`src/rtl/chirp_cfg_sequencer_if.sv`:
```
// Chirp-side bundle: config words, din handshake and the dout monitor taps.
// The sequencer drives through master; the chirp core and its sink sit on slave.
interface chirp_cfg_sequencer_if #(
   parameter int G_DWIDTH = 24
);
   logic                chirp_enable;
   logic [G_DWIDTH-1:0] chirp_depth;
   logic [G_DWIDTH-1:0] chirp_deriv;
   logic [G_DWIDTH-1:0] chirp_offset;
   logic                chirp_din_valid;
   logic                chirp_din_ready;
   logic                chirp_dout_valid;
   logic                chirp_dout_ready;

   modport master (
      output chirp_enable, chirp_depth, chirp_deriv, chirp_offset,
      output chirp_din_valid,
      input  chirp_din_ready, chirp_dout_valid, chirp_dout_ready
   );

   modport slave (
      input  chirp_enable, chirp_depth, chirp_deriv, chirp_offset,
      input  chirp_din_valid,
      output chirp_din_ready, chirp_dout_valid, chirp_dout_ready
   );
endinterface

```
`src/rtl/chirp_cfg_sequencer.sv`:
```
// Shadows chirp config writes and replays them through a forced off/load cycle,
// then counts output samples before flagging the chirp output as settled.
module chirp_cfg_sequencer #(
   parameter int G_DWIDTH     = 24,
   parameter int G_OFF_CYCLES = 4,
   parameter int G_SETTLE     = 16
) (
   input  logic                clk,
   input  logic                reset_n,
   input  logic                cfg_run,
   input  logic [G_DWIDTH-1:0] cfg_depth,
   input  logic [G_DWIDTH-1:0] cfg_deriv,
   input  logic [G_DWIDTH-1:0] cfg_offset,
   input  logic                cfg_update,
   output logic                cfg_busy,
   output logic                settled,
   chirp_cfg_sequencer_if.master chirp
);
   localparam int CMAX = (G_OFF_CYCLES > G_SETTLE) ? G_OFF_CYCLES : G_SETTLE;
   localparam int CW   = $clog2(CMAX) + 1;
   localparam logic [CW-1:0] OFF_LAST = CW'(G_OFF_CYCLES - 1);
   localparam logic [CW-1:0] SET_LAST = CW'(G_SETTLE - 1);

   typedef enum logic [2:0] {
      S_IDLE, S_OFF, S_LOAD, S_SETTLE, S_RUN
   } state_t;

   state_t              state_q, state_d;
   logic [CW-1:0]       off_cnt_q, off_cnt_d;
   logic [CW-1:0]       set_cnt_q, set_cnt_d;
   logic [G_DWIDTH-1:0] depth_q, depth_d;
   logic [G_DWIDTH-1:0] deriv_q, deriv_d;
   logic [G_DWIDTH-1:0] offset_q, offset_d;
   logic                en_q, en_d;
   logic                dv_q, dv_d;
   logic                settled_q, settled_d;
   logic                busy_q, busy_d;

   always_comb begin
      state_d   = state_q;
      off_cnt_d = off_cnt_q;
      set_cnt_d = set_cnt_q;
      depth_d   = depth_q;
      deriv_d   = deriv_q;
      offset_d  = offset_q;
      en_d      = en_q;
      dv_d      = dv_q;
      settled_d = settled_q;
      if (cfg_update) begin
         depth_d  = cfg_depth;
         deriv_d  = cfg_deriv;
         offset_d = cfg_offset;
      end
      // Turning the chirp off outranks a reload; a reload outranks any progress.
      if (!cfg_run) begin
         state_d   = S_IDLE;
         en_d      = 1'b0;
         dv_d      = 1'b0;
         settled_d = 1'b0;
         off_cnt_d = '0;
         set_cnt_d = '0;
      end else if (cfg_update || state_q == S_IDLE) begin
         state_d   = S_OFF;
         off_cnt_d = '0;
         en_d      = 1'b0;
         dv_d      = 1'b0;
         settled_d = 1'b0;
      end else begin
         unique case (state_q)
            S_OFF: begin
               if (off_cnt_q == OFF_LAST) begin
                  state_d = S_LOAD;
                  en_d    = 1'b1;
                  dv_d    = 1'b1;
               end else begin
                  off_cnt_d = off_cnt_q + 1'b1;
               end
            end
            S_LOAD: begin
               if (dv_q && chirp.chirp_din_ready) begin
                  state_d   = S_SETTLE;
                  dv_d      = 1'b0;
                  set_cnt_d = '0;
               end
            end
            S_SETTLE: begin
               if (chirp.chirp_dout_valid && chirp.chirp_dout_ready) begin
                  if (set_cnt_q == SET_LAST) begin
                     state_d   = S_RUN;
                     settled_d = 1'b1;
                  end else begin
                     set_cnt_d = set_cnt_q + 1'b1;
                  end
               end
            end
            default: ;
         endcase
      end
      busy_d = (state_d == S_OFF) || (state_d == S_LOAD) ||
               (state_d == S_SETTLE);
   end

   always_ff @(posedge clk or negedge reset_n) begin
      if (!reset_n) begin
         state_q   <= S_IDLE;
         off_cnt_q <= '0;
         set_cnt_q <= '0;
         depth_q   <= '0;
         deriv_q   <= '0;
         offset_q  <= '0;
         en_q      <= 1'b0;
         dv_q      <= 1'b0;
         settled_q <= 1'b0;
         busy_q    <= 1'b0;
      end else begin
         state_q   <= state_d;
         off_cnt_q <= off_cnt_d;
         set_cnt_q <= set_cnt_d;
         depth_q   <= depth_d;
         deriv_q   <= deriv_d;
         offset_q  <= offset_d;
         en_q      <= en_d;
         dv_q      <= dv_d;
         settled_q <= settled_d;
         busy_q    <= busy_d;
      end
   end

   assign chirp.chirp_enable    = en_q;
   assign chirp.chirp_depth     = depth_q;
   assign chirp.chirp_deriv     = deriv_q;
   assign chirp.chirp_offset    = offset_q;
   assign chirp.chirp_din_valid = dv_q;
   assign cfg_busy              = busy_q;
   assign settled               = settled_q;
endmodule
```
`src/flat_wrapper.sv`:
```
// flat-port wrapper written by rule: the top's interface ports become plain ports
module chirp_cfg_sequencer_flat 
#(
   parameter int G_DWIDTH     = 24,
   parameter int G_OFF_CYCLES = 4,
   parameter int G_SETTLE     = 16
)
  (clk, reset_n, cfg_run, cfg_depth, cfg_deriv, cfg_offset, cfg_update, cfg_busy, settled, chirp_chirp_enable, chirp_chirp_depth, chirp_chirp_deriv, chirp_chirp_offset, chirp_chirp_din_valid, chirp_chirp_din_ready, chirp_chirp_dout_valid, chirp_chirp_dout_ready);
  chirp_cfg_sequencer_if #(.G_DWIDTH(G_DWIDTH)) chirp_i ();
  input  logic clk;
  input  logic reset_n;
  input  logic cfg_run;
  input  logic [G_DWIDTH-1:0] cfg_depth;
  input  logic [G_DWIDTH-1:0] cfg_deriv;
  input  logic [G_DWIDTH-1:0] cfg_offset;
  input  logic cfg_update;
  output logic cfg_busy;
  output logic settled;
  output wire logic [$bits(chirp_i.chirp_enable)-1:0] chirp_chirp_enable;
  output wire logic [$bits(chirp_i.chirp_depth)-1:0] chirp_chirp_depth;
  output wire logic [$bits(chirp_i.chirp_deriv)-1:0] chirp_chirp_deriv;
  output wire logic [$bits(chirp_i.chirp_offset)-1:0] chirp_chirp_offset;
  output wire logic [$bits(chirp_i.chirp_din_valid)-1:0] chirp_chirp_din_valid;
  input wire logic [$bits(chirp_i.chirp_din_ready)-1:0] chirp_chirp_din_ready;
  input wire logic [$bits(chirp_i.chirp_dout_valid)-1:0] chirp_chirp_dout_valid;
  input wire logic [$bits(chirp_i.chirp_dout_ready)-1:0] chirp_chirp_dout_ready;
  assign chirp_chirp_enable = chirp_i.chirp_enable;
  assign chirp_chirp_depth = chirp_i.chirp_depth;
  assign chirp_chirp_deriv = chirp_i.chirp_deriv;
  assign chirp_chirp_offset = chirp_i.chirp_offset;
  assign chirp_chirp_din_valid = chirp_i.chirp_din_valid;
  assign chirp_i.chirp_din_ready = chirp_chirp_din_ready;
  assign chirp_i.chirp_dout_valid = chirp_chirp_dout_valid;
  assign chirp_i.chirp_dout_ready = chirp_chirp_dout_ready;
  chirp_cfg_sequencer #(.G_DWIDTH(G_DWIDTH), .G_OFF_CYCLES(G_OFF_CYCLES), .G_SETTLE(G_SETTLE)) u_core (.clk(clk), .reset_n(reset_n), .cfg_run(cfg_run), .cfg_depth(cfg_depth), .cfg_deriv(cfg_deriv), .cfg_offset(cfg_offset), .cfg_update(cfg_update), .cfg_busy(cfg_busy), .settled(settled), .chirp(chirp_i));
endmodule
```
`config.mk`:
```
export PLATFORM = sky130hd
export DESIGN_NAME = chirp_cfg_sequencer_flat
export DESIGN_NICKNAME = d
export VERILOG_FILES = /design/src/rtl/chirp_cfg_sequencer_if.sv /design/src/rtl/chirp_cfg_sequencer.sv /design/src/flat_wrapper.sv
export SDC_FILE = /design/constraint.sdc
export NUM_CORES = 1
export LEC_CHECK = 0
export CORE_AREA = 4 4 69 134
export DETAILED_ROUTE_END_ITERATION = 6
export DIE_AREA = 0 0 73 138
export PLACE_DENSITY = 0.82
export SETUP_SLACK_MARGIN = 0.4
export SKIP_LAST_GASP = 1
export SYNTH_ARGS = -nofsm -noshare
export SYNTH_HDL_FRONTEND = slang
export SYNTH_SLANG_ARGS = --single-unit
```
`constraint.sdc`:
```
create_clock -name clk -period 5.04 [get_ports clk]
set_input_delay 0.504 -clock clk [delete_from_list [all_inputs] [get_ports clk]]
set_output_delay 0.504 -clock clk [all_outputs]
set_load 0.02 [all_outputs]
```
==> metrics.cfg <==
[power]
sw_frac_of_total=0.2399
p_leak_nw=2.258
power_density_mw_per_mm2=332.0
internal-power_mw=1.384
combPwrFrac=0.198
ir_drop_mv=0.2072
p_sw_mw=0.4369
power_mw=1.821
clkPwrFrac=0.361
p_seq_frac=0.441

[cts]
clockRootBuffer=clkbuf_16
htreeDepth=3
postCtsSetupRepairBufs=0
cts_sinks=89
hold_buffers=0
numCtsBuffers=9
clkSlewWorstSetupHoldPaths_ns=0.06
cts_buffer_depth=2
tritoncts=yes
clock_latency_ns=0.33
cts_resized=0

[place]
dpl.hpwl_um=6588
place_inst=489
dp_slack_ns=2.707
place.gp.congestion=0.8101
port_buffers=154

[timing]
clock.fmax_mhz=507.9
hold_viol=0
relSlewSlack=0.2667
setup_viol=0
fin_worst_skew_ns=0.007641
period_share=0.3907
worst_slack_ns=3.071
tns_ns=0
finalMaxSlewViolations=0
worstMarginPinSlew_ns=1.100
grt_setup_unrepaired=false
fin_crit_ns=1.969

[synthesis]
yosys_register_bits=89
syn_area_mm2=0.003587
synthArstFlopShare=1.000
yosys_warnings=0
synth_cells=248
synth_cell_types=39
syn-num-nets=330
syn_area_per_cell_um2=14.46
synth-edff-count=0
synth.yosys.seq_area_share=0.6209
ys.flop_type=dfrtp_1

[worst_setup_path]
crit_arrival_ns=2.18
ff2ff_path_depth=6
critPathLaunchType=input port
worstSetupPathType=input port to flop
cp_slowest_cell=buf_2
rrSetupSlack_ns=3.24
crit_path_end_kind=flop
r2r_start=u_core.set_cnt_q[0]
cp_top_family=buffers and inverters
cp_max_fo=45
cp_data_required_time_ns=5.25
cp.buffers_inverters=2
path_cells=buf_2 > buf_4 > mux2_2
max_stage_delay_ns=0.73
reg2reg_to=u_core.set_cnt_q[3]

[routing]
via_count=2591
detail-route-antenna-nets=0
dr.pass1.iters=4
drt-total-wl_um=8716
drcViolationCount=0
post_drt_via_cell_ratio=5.141
drt_iter0_markers=146
wl_per_cell_um=17.29

[cells_and_area]
post-route-util=0.6615
fill_cells=621
instances_no_fill=504
final_common_cell=clkdlybuf4s50_1
layout.nets=484
final_cell_mix=152 x clkdlybuf4s50_1, 89 x dfrtp_1, 72 x mux2_2
area_delta_synth_final_pct=52.91
drive_gt1_frac=0.2389
antenna_cells=0

[floorplanning]
die_h_um=138
start_util=0.4326
io_pins=155
die_x_um=73
rows=47
core_region_area_mm2=0.008292
die_area_mm2=0.01007

[global_routing]
overflow=0
grt_pass1_wl_um=13920
track_usage=0.1818
antenna_found_initial=0
grt_max_degree=90
grt_pass1_vias=2763

[worst_hold_path]
hold_path.class=input port to asynchronous set/reset pin

[run_status]
status=completed

[flow_run]
drv_cap=0

[flip-flops by register name, indices dropped and copies added (netlist names), 3 cells and up]
| signal | flops |
|---|---|
| u_core.chirp.chirp_depth | 24 |
| u_core.chirp.chirp_deriv | 24 |
| u_core.chirp.chirp_offset | 24 |
| u_core.off_cnt_q | 5 |
| u_core.set_cnt_q | 5 |
| u_core.state_q | 3 |
[layout make-up]
type	instances	area, µm²	share of cell area
inverter	6	22.52	0.004106
clock buffer	12	256.5	0.04676
timing repair buffer	155	1541	0.2810
multi-input combinational	141	1275	0.2324
tap	98	122.6	0.02235
clock inverter	3	40.04	0.007299
sequential	89	2227	0.4060
[cell usage after synthesis (2+ instances only)]
master,count,area share
dfrtp_1,89,0.62
mux2_2,72,0.23
a21oi_1,11,0.015
buf_2,7,0.0098
nand2_1,7,0.0073
inv_1,6,0.0063
o21ai_0,6,0.0084
nor2_1,4,0.0042
and3_1,3,0.0052
clkbuf_1,3,0.0031
ha_1,3,0.010
nand2b_1,3,0.0052
or3_1,3,0.0052
a31oi_1,2,0.0035
nand3_1,2,0.0028
nand3b_1,2,0.0042
o22ai_1,2,0.0035
o32ai_1,2,0.0049
[stage by stage]
stage | hold slack, ns | area [µm²]
4_1_cts | 0.4212 | 5485
6_report | 0.3687 | 5485
3_3_place_gp | 0.4741 | 5189
5_1_grt | 0.4659 | 5485
3_5_place_dp | 0.4733 | 5189
2_1_floorplan | 0.2084 | 3587
[power by group through the flow]
stage               registers [mW]  logic (mW)  clock network, mW
floorplan                    0.888      0.0795                  0
global placement             0.815       0.360                  0
detailed placement           0.817       0.365                  0
CTS                          0.804       0.366              0.679
global route                 0.811       0.380              0.706
finish                       0.804       0.360              0.657
[worst max-delay path by stage]
stage	start	to	slack (ns)	cells past startpoint
floorplan	u_core.set_cnt_q[0]	u_core.set_cnt_q[3]	3.43	6
finish	cfg_update	u_core.chirp.chirp_depth[22]	3.07	3
detailed placement	cfg_update	u_core.chirp.chirp_offset[3]	2.71	3
CTS	cfg_update	u_core.chirp.chirp_depth[22]	3.07	3
global route	cfg_update	u_core.chirp.chirp_deriv[18]	2.97	3
global placement	cfg_update	u_core.chirp.chirp_deriv[16]	2.75	3
[metal layers]
metal	track usage	vias to the layer above	wire [µm]
li1	-	1199	-
met1	0.1691	1293	2777
met2	0.3524	90	5422
met3	0.04215	9	400
met4	0.07685	0	116
met5	0	-	0
[cell families (layout without fill, tap and decap cells)]
family	count (synthesis)	after routing	synth area share
DFF	89	89	0.6209
muxes	72	72	0.2260
and+or+nand+nor	36	36	0.06662
AOI/OAI and AO/OA	30	30	0.05232
buffers and inverters	18	176	0.02371
adders and majority gates	3	3	0.01047
(Power assumes the default switching activity.)
